## config.mk

```make
export PLATFORM = sky130hd
export DESIGN_NAME = regfile
export DESIGN_NICKNAME = d
export VERILOG_FILES = /design/src/rtl/regfile_pkg.sv /design/src/rtl/regfile_rdport.sv /design/src/rtl/regfile.sv
export SDC_FILE = /design/constraint.sdc
export NUM_CORES = 2
export LEC_CHECK = 0
export ABC_AREA = 1
export CELL_PAD_IN_SITES_DETAIL_PLACEMENT = 1
export CELL_PAD_IN_SITES_GLOBAL_PLACEMENT = 1
export CORE_UTILIZATION = 40
export DETAILED_ROUTE_END_ITERATION = 12
export PLACE_DENSITY_LB_ADDON = 0.15
export SLEW_MARGIN = 20
export SYNTH_ARGS = -nofsm -noshare
export SYNTH_HDL_FRONTEND = slang
export SYNTH_SLANG_ARGS = --single-unit
export TNS_END_PERCENT = 30
```

## constraint.sdc

```tcl
create_clock -name clk -period 2.9 [get_ports clk]
set_input_delay 0.29 -clock clk [delete_from_list [all_inputs] [get_ports clk]]
set_output_delay 0.29 -clock clk [all_outputs]
set_load 0.005 [all_outputs]
```

## src/rtl/regfile_pkg.sv

```systemverilog
// ============================================================================
// Module      : regfile_pkg
// Description : Shared sizing constants and register-index type for regfile.
// Revision    : 1.0 - initial release
// ============================================================================
`default_nettype none

package regfile_pkg;
  localparam int XLEN_DEF = 32;
  localparam int NREG_DEF = 32;
  localparam int AW       = 5;

  typedef logic [AW-1:0] reg_idx_t;
endpackage

`default_nettype wire

```

## src/rtl/regfile_rdport.sv

```systemverilog
// ============================================================================
// Module      : regfile_rdport
// Description : One combinational read port; forces x0 to zero and, when
//               REGFILE_BYPASS_EN is defined, forwards same-cycle write data.
// Revision    : 1.0 - initial release
// ============================================================================
`default_nettype none

module regfile_rdport
  import regfile_pkg::*;
#(
  parameter int XLEN = XLEN_DEF,
  parameter int NREG = NREG_DEF
) (
  input  logic [AW-1:0]                addr_i,
  input  logic [NREG-1:0][XLEN-1:0]    regs_i,
  input  logic                         rst_i,
  input  logic                         we_i,
  input  logic [AW-1:0]                wr_addr_i,
  input  logic [XLEN-1:0]              wd_i,
  output logic [XLEN-1:0]              rdata_o
);

  always_comb begin
    rdata_o = '0;
    if ((addr_i != '0) && (int'(addr_i) < NREG)) begin
      rdata_o = regs_i[addr_i];
    end
`ifdef REGFILE_BYPASS_EN
    if (we_i && !rst_i && (wr_addr_i != '0) && (wr_addr_i == addr_i)) begin
      rdata_o = wd_i;
    end
`endif
  end

`ifndef REGFILE_BYPASS_EN
  // Write-port inputs only feed the forwarding path.
  logic w_unused_bypass;
  assign w_unused_bypass = &{1'b0, rst_i, we_i, wr_addr_i, wd_i};
`endif

endmodule

`default_nettype wire

```

## src/rtl/regfile.sv

```systemverilog
// ============================================================================
// Module      : regfile
// Description : NREG x XLEN register file, one write port, two combinational
//               read ports, x0 hard-wired to zero. Optional write-to-read
//               forwarding selected by macro REGFILE_BYPASS_EN.
// Revision    : 1.0 - initial release
// ============================================================================
`default_nettype none

module regfile
  import regfile_pkg::*;
#(
  parameter int XLEN = XLEN_DEF,
  parameter int NREG = NREG_DEF
) (
  input  logic            clk,
  input  logic            rst,
  input  logic            we,
  input  logic [AW-1:0]   rs1,
  input  logic [AW-1:0]   rs2,
  input  logic [AW-1:0]   rd,
  input  logic [XLEN-1:0] wd,
  output logic [XLEN-1:0] rd1,
  output logic [XLEN-1:0] rd2
);

  logic [NREG-1:0][XLEN-1:0] regs_q;
  logic [NREG-1:0][XLEN-1:0] regs_d;

  // Entry 0 is never written, so it stays at its reset value and is trimmed.
  always_comb begin
    regs_d = regs_q;
    if (we && (rd != '0) && (int'(rd) < NREG)) begin
      regs_d[rd] = wd;
    end
  end

  always_ff @(posedge clk) begin
    if (rst) begin
      regs_q <= '0;
    end else begin
      regs_q <= regs_d;
    end
  end

  regfile_rdport #(
    .XLEN (XLEN),
    .NREG (NREG)
  ) u_rdport1 (
    .addr_i    (rs1),
    .regs_i    (regs_q),
    .rst_i     (rst),
    .we_i      (we),
    .wr_addr_i (rd),
    .wd_i      (wd),
    .rdata_o   (rd1)
  );

  regfile_rdport #(
    .XLEN (XLEN),
    .NREG (NREG)
  ) u_rdport2 (
    .addr_i    (rs2),
    .regs_i    (regs_q),
    .rst_i     (rst),
    .we_i      (we),
    .wr_addr_i (rd),
    .wd_i      (wd),
    .rdata_o   (rd2)
  );

endmodule

`default_nettype wire

```

==> qor.txt <==
Fin crit share = 0.996
Post-Syn Area = 0.0535 sq mm
Worst slew margin = 0.392
Crit-path leading delay family = simple AND/OR/NAND/NOR gates
Worst slew pin tran = 0.909 ns
Final setup fails = 0
Setup_tns = 0 ns
Vias per cell = 6.20
CTS root buffer = clkbuf_16
YS warnings = 0
DR iter-0 viols = 7096
Worst R2R Start = regs_q[704]
Crit path top cell by count = nand2_1
Top flop regs = regs_q (1024)
Skew-Pair Late Insertion Delay = 0.75 ns
Layout cells sized above 1 = 0.0954
Simple-gate area share of the yosys netlist = 0.353
CTS tree = yes
RSZ-0062 raised after global routing = yes
PwrDens = 564 mW/mm^2
DR WL/cell = 26.3 um
Final instance area = 0.0633 sq mm
P&R area growth vs syn = 18.3%
Max Clk Rate = 0.346 GHz
Synth Area in Adders = 0
Highest-delay cell along the critical path = clkdlybuf4s50_1
Clock sink total = 1024
Xor/xnor share of the synthesized area = 0
Reg2reg end = regs_q[704]
Mean Syn Cell Area = 6.24 sq um
Largest reg by FF count = regs_q
Total I/O pin count = 114
NetSw = 10200 uW
Global placement routability congestion = 0.893
Min-Delay Endpoint = regs_q[1008]
Largest family of logic cells by synthesized area = simple AND/OR/NAND/NOR gates
Worst R2R Path Depth = 2
Crit path cell chain = nand2_1 > nand3_1 > nand3_1 > nand2_1 > nand2_1 > nand3_1 > nand2_1 > nor2_4 > buf_6 > clkdlybuf4s50_1
Global Route Usage Sum = 0.386
Pre-antenna DRT Iters = 7
Distinct cell type count after synthesis = 17
Largest net degree at the start of global routing = 123
Vias in the first global route = 61737
Post-DP HPWL = 164 mm
Post-synthesis sequential area ratio = 0.383
Nets = 8427
Leak = 0.0246 uW
Antenna violations before repair = 12
Max incr delay on CP = 0.50 ns
Port bufs = 113
Area of the core = 0.132 sq mm
FF-to-FF setup slack = 2.08 ns
H-tree depth = 3
Flop and latch count out of synthesis = 1024
Tightest Hold Check Type = in -> reg
Number of stages on the worst hold path = 3
Initial Util = 0.405
Final ANT Viol Nets = 0
Row count = 133
First-pass GRT wire length = 400 mm
Die Y-Extent = 368 um
Sequential power share = 0.403
Worst-path clk slew = 0.07 ns
Status = finished, final reports clean
Bufs on Longest Clock Path = 3
Full die area = 0.135 sq mm
Total number of vias = 63445
Area share of the largest cell type after synthesis = 0.383
Pint = 25500 uW
Max_cap viols = 0
Cells after Synth = 8573
Placed inst area = 0.0587 sq mm
Crit end category = primary output
DRC = 0
Syn Nets = 8623
# Post-CTS Setup Buffers = 0
Post-synth top area cell = dfxtp_1
Buffers and inverters on the worst path = 2
Mux cell area share after synthesis = 0
Final WL = 270 mm
Post-layout min period = 2.89 ns
Hold path start = wd[16]
Largest register FFs = 1024
CTS Buf Count = 120
Critical path data required time = 2.61 ns
Combinational Power Share = 0.135
Synth area leaders = dfxtp_1 38%, nand2_1 18%, nand3_1 13%, a21oi_1 9.2%, o21ai_0 9.2%
Crit path DAT = 2.60 ns
Fin. Hold Viols = 0
CP Launch Type = flip-flop
Die X = 368 um
VDD IR max = 0.468 mV
Max-slew violation count = 0
Clock power frac = 0.461
GRT overflow = 0
Post-synthesis compound-gate area fraction = 0.192
CP Class = reg -> out
Max FO, Critical Path = 3
Sw Ratio = 0.285
Final Skew = 0 ns
-- layout make-up --
class / instances / area, sq um
diodes: 6 / 15.0
clock buffers: 182 / 3710
clock inverters: 42 / 532
fillers: 17129 / 68900
inverters: 182 / 733
multi-input cells: 6561 / 29500
flip-flops and latches: 1024 / 20600
well taps: 1755 / 2200
repair buffers: 488 / 5960
-- what timing repair did --
action | CTS | global route
hold endpoints to repair | 1 | 0
endpoints found under the setup margin | 21 | 40
hold buffers | 1 | 0
pin swaps | 5 | 12
gates resized for setup | 49 | 126
-- layout by cell type, fill, tap and decap left out, types with 2 or more instances in the layout --
| cell type | netlist | layout |
|---|---|---|
| a211oi_1 | 64 | 64 |
| a21oi_1 | 980 | 978 |
| a21oi_2 | 0 | 2 |
| buf_12 | 0 | 156 |
| buf_2 | 89 | 2 |
| buf_4 | 0 | 220 |
| buf_6 | 0 | 13 |
| buf_8 | 0 | 4 |
| bufinv_16 | 0 | 12 |
| clkbuf_1 | 633 | 18 |
| clkbuf_16 | 0 | 123 |
| clkbuf_8 | 0 | 41 |
| clkdlybuf4s50_1 | 0 | 80 |
| clkinv_1 | 17 | 11 |
| clkinv_2 | 0 | 25 |
| clkinvlp_4 | 0 | 4 |
| dfxtp_1 | 1024 | 954 |
| dfxtp_2 | 0 | 70 |
| diode_2 | 0 | 6 |
| dlygate4sd2_1 | 0 | 3 |
| dlymetal6s2s_1 | 0 | 8 |
| inv_1 | 131 | 123 |
| inv_2 | 34 | 39 |
| inv_6 | 0 | 5 |
| inv_8 | 0 | 5 |
| nand2_1 | 2563 | 2544 |
| nand2_2 | 0 | 18 |
| nand3_1 | 1427 | 1422 |
| nand3_2 | 0 | 5 |
| nor2_1 | 529 | 482 |
| nor2_2 | 10 | 27 |
| nor2_4 | 0 | 30 |
| nor3_1 | 2 | 2 |
| nor3_2 | 5 | 3 |
| nor3_4 | 0 | 2 |
| o21ai_0 | 980 | 974 |
| o21ai_1 | 1 | 6 |
-- worst max path at each step --
stage,to,slack [ns],start,cells after the start
after floorplan,rd1[25],1.08,rs1[0],12
after global routing,rd2[6],-0.08,regs_q[550],10
final,rd2[6],0.01,regs_q[934],10
after global placement,rd1[4],-0.24,rs1[0],14
after CTS,rd2[25],0.0003,regs_q[281],8
after detailed placement,rd2[29],-0.26,rs2[1],11
-- logic make-up after synthesis --
family	Yosys count
AND/OR/NAND/NOR	4536
flip-flops	1024
buffers and inverters	988
AO/OA/AOI/OAI	2025
-- power groups by stage --
stage	clock [uW]	combinational [uW]	sequential [uW]
after detailed placement	0	4630	14700
after floorplan	0	2320	14600
after CTS	16600	4680	14400
after global placement	0	4570	14700
final	16500	4830	14400
after global routing	17100	5070	14400
-- metal layers --
| metal | track usage | vias to the layer above | routed length [um] |
|---|---|---|---|
| li1 | - | 28167 | - |
| met1 | 0.517 | 31408 | 112000 |
| met2 | 0.593 | 3176 | 118000 |
| met3 | 0.0884 | 684 | 28200 |
| met4 | 0.164 | 10 | 11900 |
| met5 | 0 | - | 69 |
-- worst reg2reg max path: stages (launching register included) --
cell     delay (ns)
dfxtp_1        0.33
o21ai_0        0.24
a21oi_1        0.09
-- per-stage QoR --
| step | setup WS, ns | instances | total power [uW] | util | hold WS, ns |
|---|---|---|---|---|---|
| global route | -0.0837 | 10234 | 36600 | 0.479 | 0.296 |
| CTS | 0.000336 | 10235 | 35600 | 0.477 | 0.277 |
| floorplan | 1.08 | 8573 | 17000 | - | 0.416 |
| global placement | -0.239 | 10011 | 19300 | 0.444 | 0.425 |
| detailed placement | -0.265 | 10011 | 19300 | 0.444 | 0.431 |
| finish | 0.0115 | 10240 | 35700 | 0.479 | 0.304 |
-- cells in the mapped netlist --
cell,number
inv_1,131
clkinv_1,17
clkbuf_1,633
nor3_1,2
nor3_2,5
o21ai_0,980
a211oi_1,64
o21ai_1,1
nand2_1,2563
nand3_1,1427
buf_2,89
buf_1,84
a21oi_1,980
dfxtp_1,1024
nor2_2,10
inv_2,34
nor2_1,529
Power figures use the tool's default switching activity.
